==> src/rtl/fp_mult_arbiter.sv <==
// Round-robin sharing of one pipelined FP32 multiplier between NUM_REQ clients.
// A tag pipe tracks ownership of in-flight ops and steers results to per-client buffers.
module fp_mult_arbiter #(
    parameter  int NUM_REQ = 4,
    parameter  int LATENCY = 2,
    localparam int TAG_W   = (NUM_REQ > 1) ? $clog2(NUM_REQ) : 1
) (
    input  logic                   clk,
    input  logic                   reset,
    input  logic [NUM_REQ-1:0]     req_valid,
    output logic [NUM_REQ-1:0]     req_ready,
    input  logic [NUM_REQ*32-1:0]  req_a,
    input  logic [NUM_REQ*32-1:0]  req_b,
    output logic [NUM_REQ-1:0]     resp_valid,
    input  logic [NUM_REQ-1:0]     resp_ready,
    output logic [NUM_REQ*32-1:0]  resp_result,
    output logic [NUM_REQ*3-1:0]   resp_flags,
    output logic [31:0]            mul_a,
    output logic [31:0]            mul_b,
    input  logic [31:0]            mul_result,
    input  logic                   mul_exception,
    input  logic                   mul_overflow,
    input  logic                   mul_underflow,
    output logic                   busy
);

    logic [NUM_REQ-1:0] pending_q, pending_d;
    logic [TAG_W-1:0]   rr_ptr_q, rr_ptr_d;
    logic [NUM_REQ-1:0] elig;
    logic [NUM_REQ-1:0] grant;
    logic               grant_any;
    logic [TAG_W-1:0]   grant_idx;

    logic [LATENCY-1:0] pipe_vld_q, pipe_vld_d;
    logic [TAG_W-1:0]   pipe_tag_q [LATENCY];
    logic [TAG_W-1:0]   pipe_tag_d [LATENCY];

    logic [NUM_REQ-1:0] resp_valid_q, resp_valid_d;
    logic [31:0]        result_q [NUM_REQ];
    logic [31:0]        result_d [NUM_REQ];
    logic [2:0]         flags_q  [NUM_REQ];
    logic [2:0]         flags_d  [NUM_REQ];

    logic               cap_vld;
    logic [TAG_W-1:0]   cap_tag;
    logic [NUM_REQ-1:0] resp_hs;

    assign elig    = req_valid & ~pending_q;
    assign resp_hs = resp_valid_q & resp_ready;
    assign cap_vld = pipe_vld_q[LATENCY-1];
    assign cap_tag = pipe_tag_q[LATENCY-1];

    // Scan from rr_ptr upward, wrapping, and take the first eligible client
    always_comb begin
        int idx;
        grant     = '0;
        grant_any = 1'b0;
        grant_idx = '0;
        idx       = 0;
        for (int k = 0; k < NUM_REQ; k++) begin
            idx = int'(rr_ptr_q) + k;
            if (idx >= NUM_REQ) idx = idx - NUM_REQ;
            if (!grant_any && elig[idx]) begin
                grant_any  = 1'b1;
                grant_idx  = TAG_W'(idx);
                grant[idx] = 1'b1;
            end
        end
    end

    always_comb begin
        rr_ptr_d = rr_ptr_q;
        if (grant_any) begin
            if (grant_idx == TAG_W'(NUM_REQ - 1)) rr_ptr_d = '0;
            else                                 rr_ptr_d = grant_idx + 1'b1;
        end
    end

    always_comb begin
        pending_d = (pending_q | grant) & ~resp_hs;
    end

    always_comb begin
        pipe_vld_d    = pipe_vld_q;
        pipe_vld_d[0] = grant_any;
        for (int k = 0; k < LATENCY; k++) pipe_tag_d[k] = pipe_tag_q[k];
        pipe_tag_d[0] = grant_idx;
        for (int k = 1; k < LATENCY; k++) begin
            pipe_vld_d[k] = pipe_vld_q[k-1];
            pipe_tag_d[k] = pipe_tag_q[k-1];
        end
    end

    // Data is only written on capture, so it stays put after the client accepts
    always_comb begin
        resp_valid_d = resp_valid_q & ~resp_ready;
        for (int i = 0; i < NUM_REQ; i++) begin
            result_d[i] = result_q[i];
            flags_d[i]  = flags_q[i];
        end
        if (cap_vld) begin
            resp_valid_d[cap_tag] = 1'b1;
            result_d[cap_tag]     = mul_result;
            flags_d[cap_tag]      = {mul_exception, mul_overflow, mul_underflow};
        end
    end

    always_ff @(posedge clk) begin
        if (reset) begin
            pending_q    <= '0;
            rr_ptr_q     <= '0;
            pipe_vld_q   <= '0;
            resp_valid_q <= '0;
            for (int k = 0; k < LATENCY; k++) pipe_tag_q[k] <= '0;
            for (int i = 0; i < NUM_REQ; i++) begin
                result_q[i] <= '0;
                flags_q[i]  <= '0;
            end
        end else begin
            pending_q    <= pending_d;
            rr_ptr_q     <= rr_ptr_d;
            pipe_vld_q   <= pipe_vld_d;
            resp_valid_q <= resp_valid_d;
            for (int k = 0; k < LATENCY; k++) pipe_tag_q[k] <= pipe_tag_d[k];
            for (int i = 0; i < NUM_REQ; i++) begin
                result_q[i] <= result_d[i];
                flags_q[i]  <= flags_d[i];
            end
        end
    end

    always_comb begin
        req_ready = grant;
        mul_a     = '0;
        mul_b     = '0;
        for (int i = 0; i < NUM_REQ; i++) begin
            if (grant[i]) begin
                mul_a = req_a[32*i +: 32];
                mul_b = req_b[32*i +: 32];
            end
        end
    end

    always_comb begin
        resp_valid = resp_valid_q;
        busy       = |pending_q;
        for (int i = 0; i < NUM_REQ; i++) begin
            resp_result[32*i +: 32] = result_q[i];
            resp_flags[3*i +: 3]    = flags_q[i];
        end
    end

endmodule

==> config.mk <==
export PLATFORM = sky130hd
export DESIGN_NAME = fp_mult_arbiter
export DESIGN_NICKNAME = d
export VERILOG_FILES = /design/src/rtl/fp_mult_arbiter.sv
export SDC_FILE = /design/constraint.sdc
export NUM_CORES = 1
export LEC_CHECK = 0
export CORE_AREA = 2 2 202 204
export CTS_CLUSTER_SIZE = 25
export DETAILED_ROUTE_END_ITERATION = 10
export DIE_AREA = 0 0 204 206
export PLACE_DENSITY = 0.58
export SLEW_MARGIN = 40
export SYNTH_ARGS = -nofsm -noshare
export SYNTH_HDL_FRONTEND = slang
export SYNTH_SLANG_ARGS = --single-unit
==> constraint.sdc <==
create_clock -name clk -period 4.7 [get_ports clk]
set_clock_uncertainty 0.1 [all_clocks]
set_input_delay 1.41 -clock clk [delete_from_list [all_inputs] [get_ports clk]]
set_output_delay 1.41 -clock clk [all_outputs]
set_load 0.03 [all_outputs]
==> results.yml <==
status:
  run_status: "complete, but fails checks"
  violations: "negative setup slack"
synthesis:
  ys.flop_type: "dfxtp_1"
  yosysTopAreaCell: "dfxtp_1"
  synth_nets: 1432
  synth-xor-area-share_pct: 0.102
  netlist_area_um2: 8560
  synth-edff-count: 0
  syn_inst: 1123
  yosysTopAreaCellShare_pct: 36.5
  yosys.area_share.simple_pct: 19.6
  synth.mux.area_fraction_pct: 0.526
  yosysWarnings: 0
  synthArstFlopShare_pct: 0
  synth_top_family_by_area: "compound AO/OA/AOI/OAI gates"
  synth_compound_area_share_pct: 33.3
  yosys-top-cells-area: "dfxtp_1 (36%), nand2_1 (15%), o221ai_2 (11%)"
  synth_cell_types: 50
  yosysSeqAreaShare_pct: 36.5
  syn_avg_cell_area_um2: 7.63
  synth_fa_ha_area_share_pct: 1.17
  yosys_register_bits: 156
critical_path:
  cp_slowest_stage_delay_ps: 540
  r2r_end: "pending_q[1]"
  critPathBufInv: 5
  cp.required_ps: 3190
  worstRegToRegCells: 14
  path_cells: "buf_8 > or2b_1 > mux4_2 > a32o_2 > nor3_4 > buf_6 > buf_12 > buf_8 > a31oi_2 > o221ai_2 > buf_12"
  path_delay_family: "compound AO/OA/AOI/OAI gates"
  start_kind: "primary input"
  rrSetupSlack_ps: 1510
  cp_max_fo: 8
  arrival_ps: 3810
  crit_type: "in -> out"
  cpMaxStageDelayCell: "mux4_2"
  cp-end-kind: "primary output"
global_route:
  grt_first_pass_wirelength_mm: 68.7
  grt_pass1_vias: 10900
  overflow: 0
  antenna_found_initial: 13
  grt.total_usage_pct: 21.8
  grt_max_degree: 60
pwr:
  ir_worst_vdd_v: 0.000444
  seqPwrFrac_pct: 9.8
  swShare_pct: 45.7
  power.switching_uw: 6810
  power_density_nw_per_um2: 834
  clock_power_share_pct: 9.5
  intPower_uw: 8080
  leakagePower_uw: 0.00622
  totalPowerFinal_uw: 14900
  p_comb_share_pct: 80.7
sta:
  rsz0062_at_grt: "yes"
  slew_viol_final: 0
  setup_viol: 68
  slew_headroom_pct: 53.2
  fin_crit_sh_pct: 113
  setup_tns_ps: -37420
  hold_violations: 0
  finalCriticalPeriod_ps: 5320
  tightest_slew_ps: 702
  fmax_mhz: 188
  setup_ws_ps: -623
clocking:
  cts-buffers-inserted: 17
  clock_latency_ps: 420
  cts_root_buffer: "clkbuf_16"
  ctsHoldBuffers: 0
  tritoncts: "done"
  cts_max_level: 4
  path_clk_slew_ps: 60
  clk_path_buf_depth: 2
  numClockSinks: 156
layout:
  multi_input_area_um2: 6090
  ff_latch_area_um2: 3120
  drive_gt1_share_pct: 23.4
  num-fill-cells: 3870
  postLayoutCellArea_um2: 17900
  syn2layout_area_growth_pct: 109
  fin_nets: 1992
die:
  io_pins: 514
  coreArea_um2: 40200
  num_rows: 74
  dieArea_um2: 42000
  die_h_um: 206
  die_x_um: 204
  initial_core_util_pct: 21.3
route:
  drcViolationCount: 0
  drt_iter0_markers: 474
  vias_per_cell: 4.87
  vias: 10900
  wl_per_cell_um: 22.3
  first_pass_iters: 6
  ant_nets: 0
  routed_wl_mm: 50.0
place:
  port_buffers: 513
  place_area_um2: 15200
  pre_cts_ws_ps: -1180
  hpwl_mm: 35.7
  globalplace.congestion: 0.959
hold_path:
  hold_start: "pipe_vld_q[0]"
  min_path_cells: 1
  min_delay_worst_endpoint: "pipe_vld_q[1]"
  hold_class: "reg -> reg"
flow_run:
  maxCapViolCount: 0
how the worst max path moves through the flow:
stage,endpoint,cells past startpoint,start,slack [ps]
5_1_grt,mul_a[25],11,req_valid[0],-690
4_1_cts,mul_b[21],11,req_valid[0],-620
6_report,mul_b[26],11,req_valid[0],-620
3_5_place_dp,mul_a[29],13,req_valid[2],-1180
2_1_floorplan,mul_a[10],10,req_valid[0],-500
3_3_place_gp,mul_a[29],13,req_valid[0],-1210
cells in the final DEF, fill, tap and decap left out, types with 29 or more instances in the layout:
cell type | synthesis | layout
a21oi_1 | 152 | 152
a31oi_2 | 0 | 31
a31oi_4 | 0 | 29
buf_12 | 0 | 57
buf_4 | 2 | 78
buf_6 | 7 | 50
clkdlybuf4s50_1 | 0 | 440
dfxtp_1 | 156 | 156
inv_1 | 68 | 67
nand2_1 | 350 | 349
o221ai_4 | 0 | 48
o31a_1 | 64 | 64
cells by family after synthesis:
| family | Yosys count |
|---|---|
| muxes | 2 |
| xor gates and xnor gates | 1 |
| DFF | 156 |
| adders and majority gates | 8 |
| AOI/OAI and AO/OA | 370 |
| buffers and inverters | 174 |
| and+or+nand+nor | 412 |
stage by stage:
step,util (%),instances,hold WS (ps)
finish,44.5,2240,339
global route,44.4,2238,360
CTS,42.3,2211,347
detailed placement,37.8,2157,326
global placement,37.6,2155,322
floorplan,-,1123,314
power groups by stage:
stage,Clock (µW),Sequential [µW],Combinational (µW)
3_3_place_gp,0,1480,8980
5_1_grt,1510,1470,12500
2_1_floorplan,0,1570,4550
6_report,1420,1460,12000
4_1_cts,1460,1460,10800
3_5_place_dp,0,1490,9020
registers in the layout, summed over array words and instances (netlist names), named ones only:
name        count
pending_q       4
flags_q        12
rr_ptr_q        1
pipe_vld_q      2
pipe_tag_q      4
resp_valid      4
result_q      128
synth_stat cells, types with 2 or more instances:
cell type  count
or3b_2         2
o221ai_2      60
a21oi_1      152
nand3_1        5
dfxtp_1      156
mux4_2         2
nor2b_1        5
o31ai_1        2
buf_1          5
buf_4          2
o21ai_0        7
a31oi_1       64
o31a_1        64
nor3_1         4
or2_2          2
nor2_1        13
o221ai_1       6
inv_1         68
o211ai_1       2
buf_6          7
ha_1           8
nand4_1        2
nand2b_1      11
nand2_1      350
and2_1         2
a211oi_1       3
nor4_1         4
buf_2         33
and3_1         2
a221o_1        2
clkbuf_1      59
final cells by class:
class,instances,share of cell area (%)
diodes,13,0.182
clock buffers,21,2.58
clock inverters,10,0.777
inverters,68,1.45
multi-input cells,795,34.1
flip-flops and latches,156,17.5
well taps,532,3.73
repair buffers,645,39.7
timing repair:
item                                    in CTS  in global routing
endpoints found under the setup margin      68                 68
pin swaps                                   35                 30
endpoints found under the hold margin        0                  0
gates cloned                                 5                  9
resized for setup                          176                 74
setup buffers                               19                 10
routing by layer:
metal	wire [µm]	vias up	GRT usage (%)
met5	20	-	0
met4	2360	4	12.2
met3	3950	97	6.43
met2	25600	493	39.1
met1	18100	5256	22.8
li1	-	5069	-
Note: power is estimated with default switching activity, not from simulation.
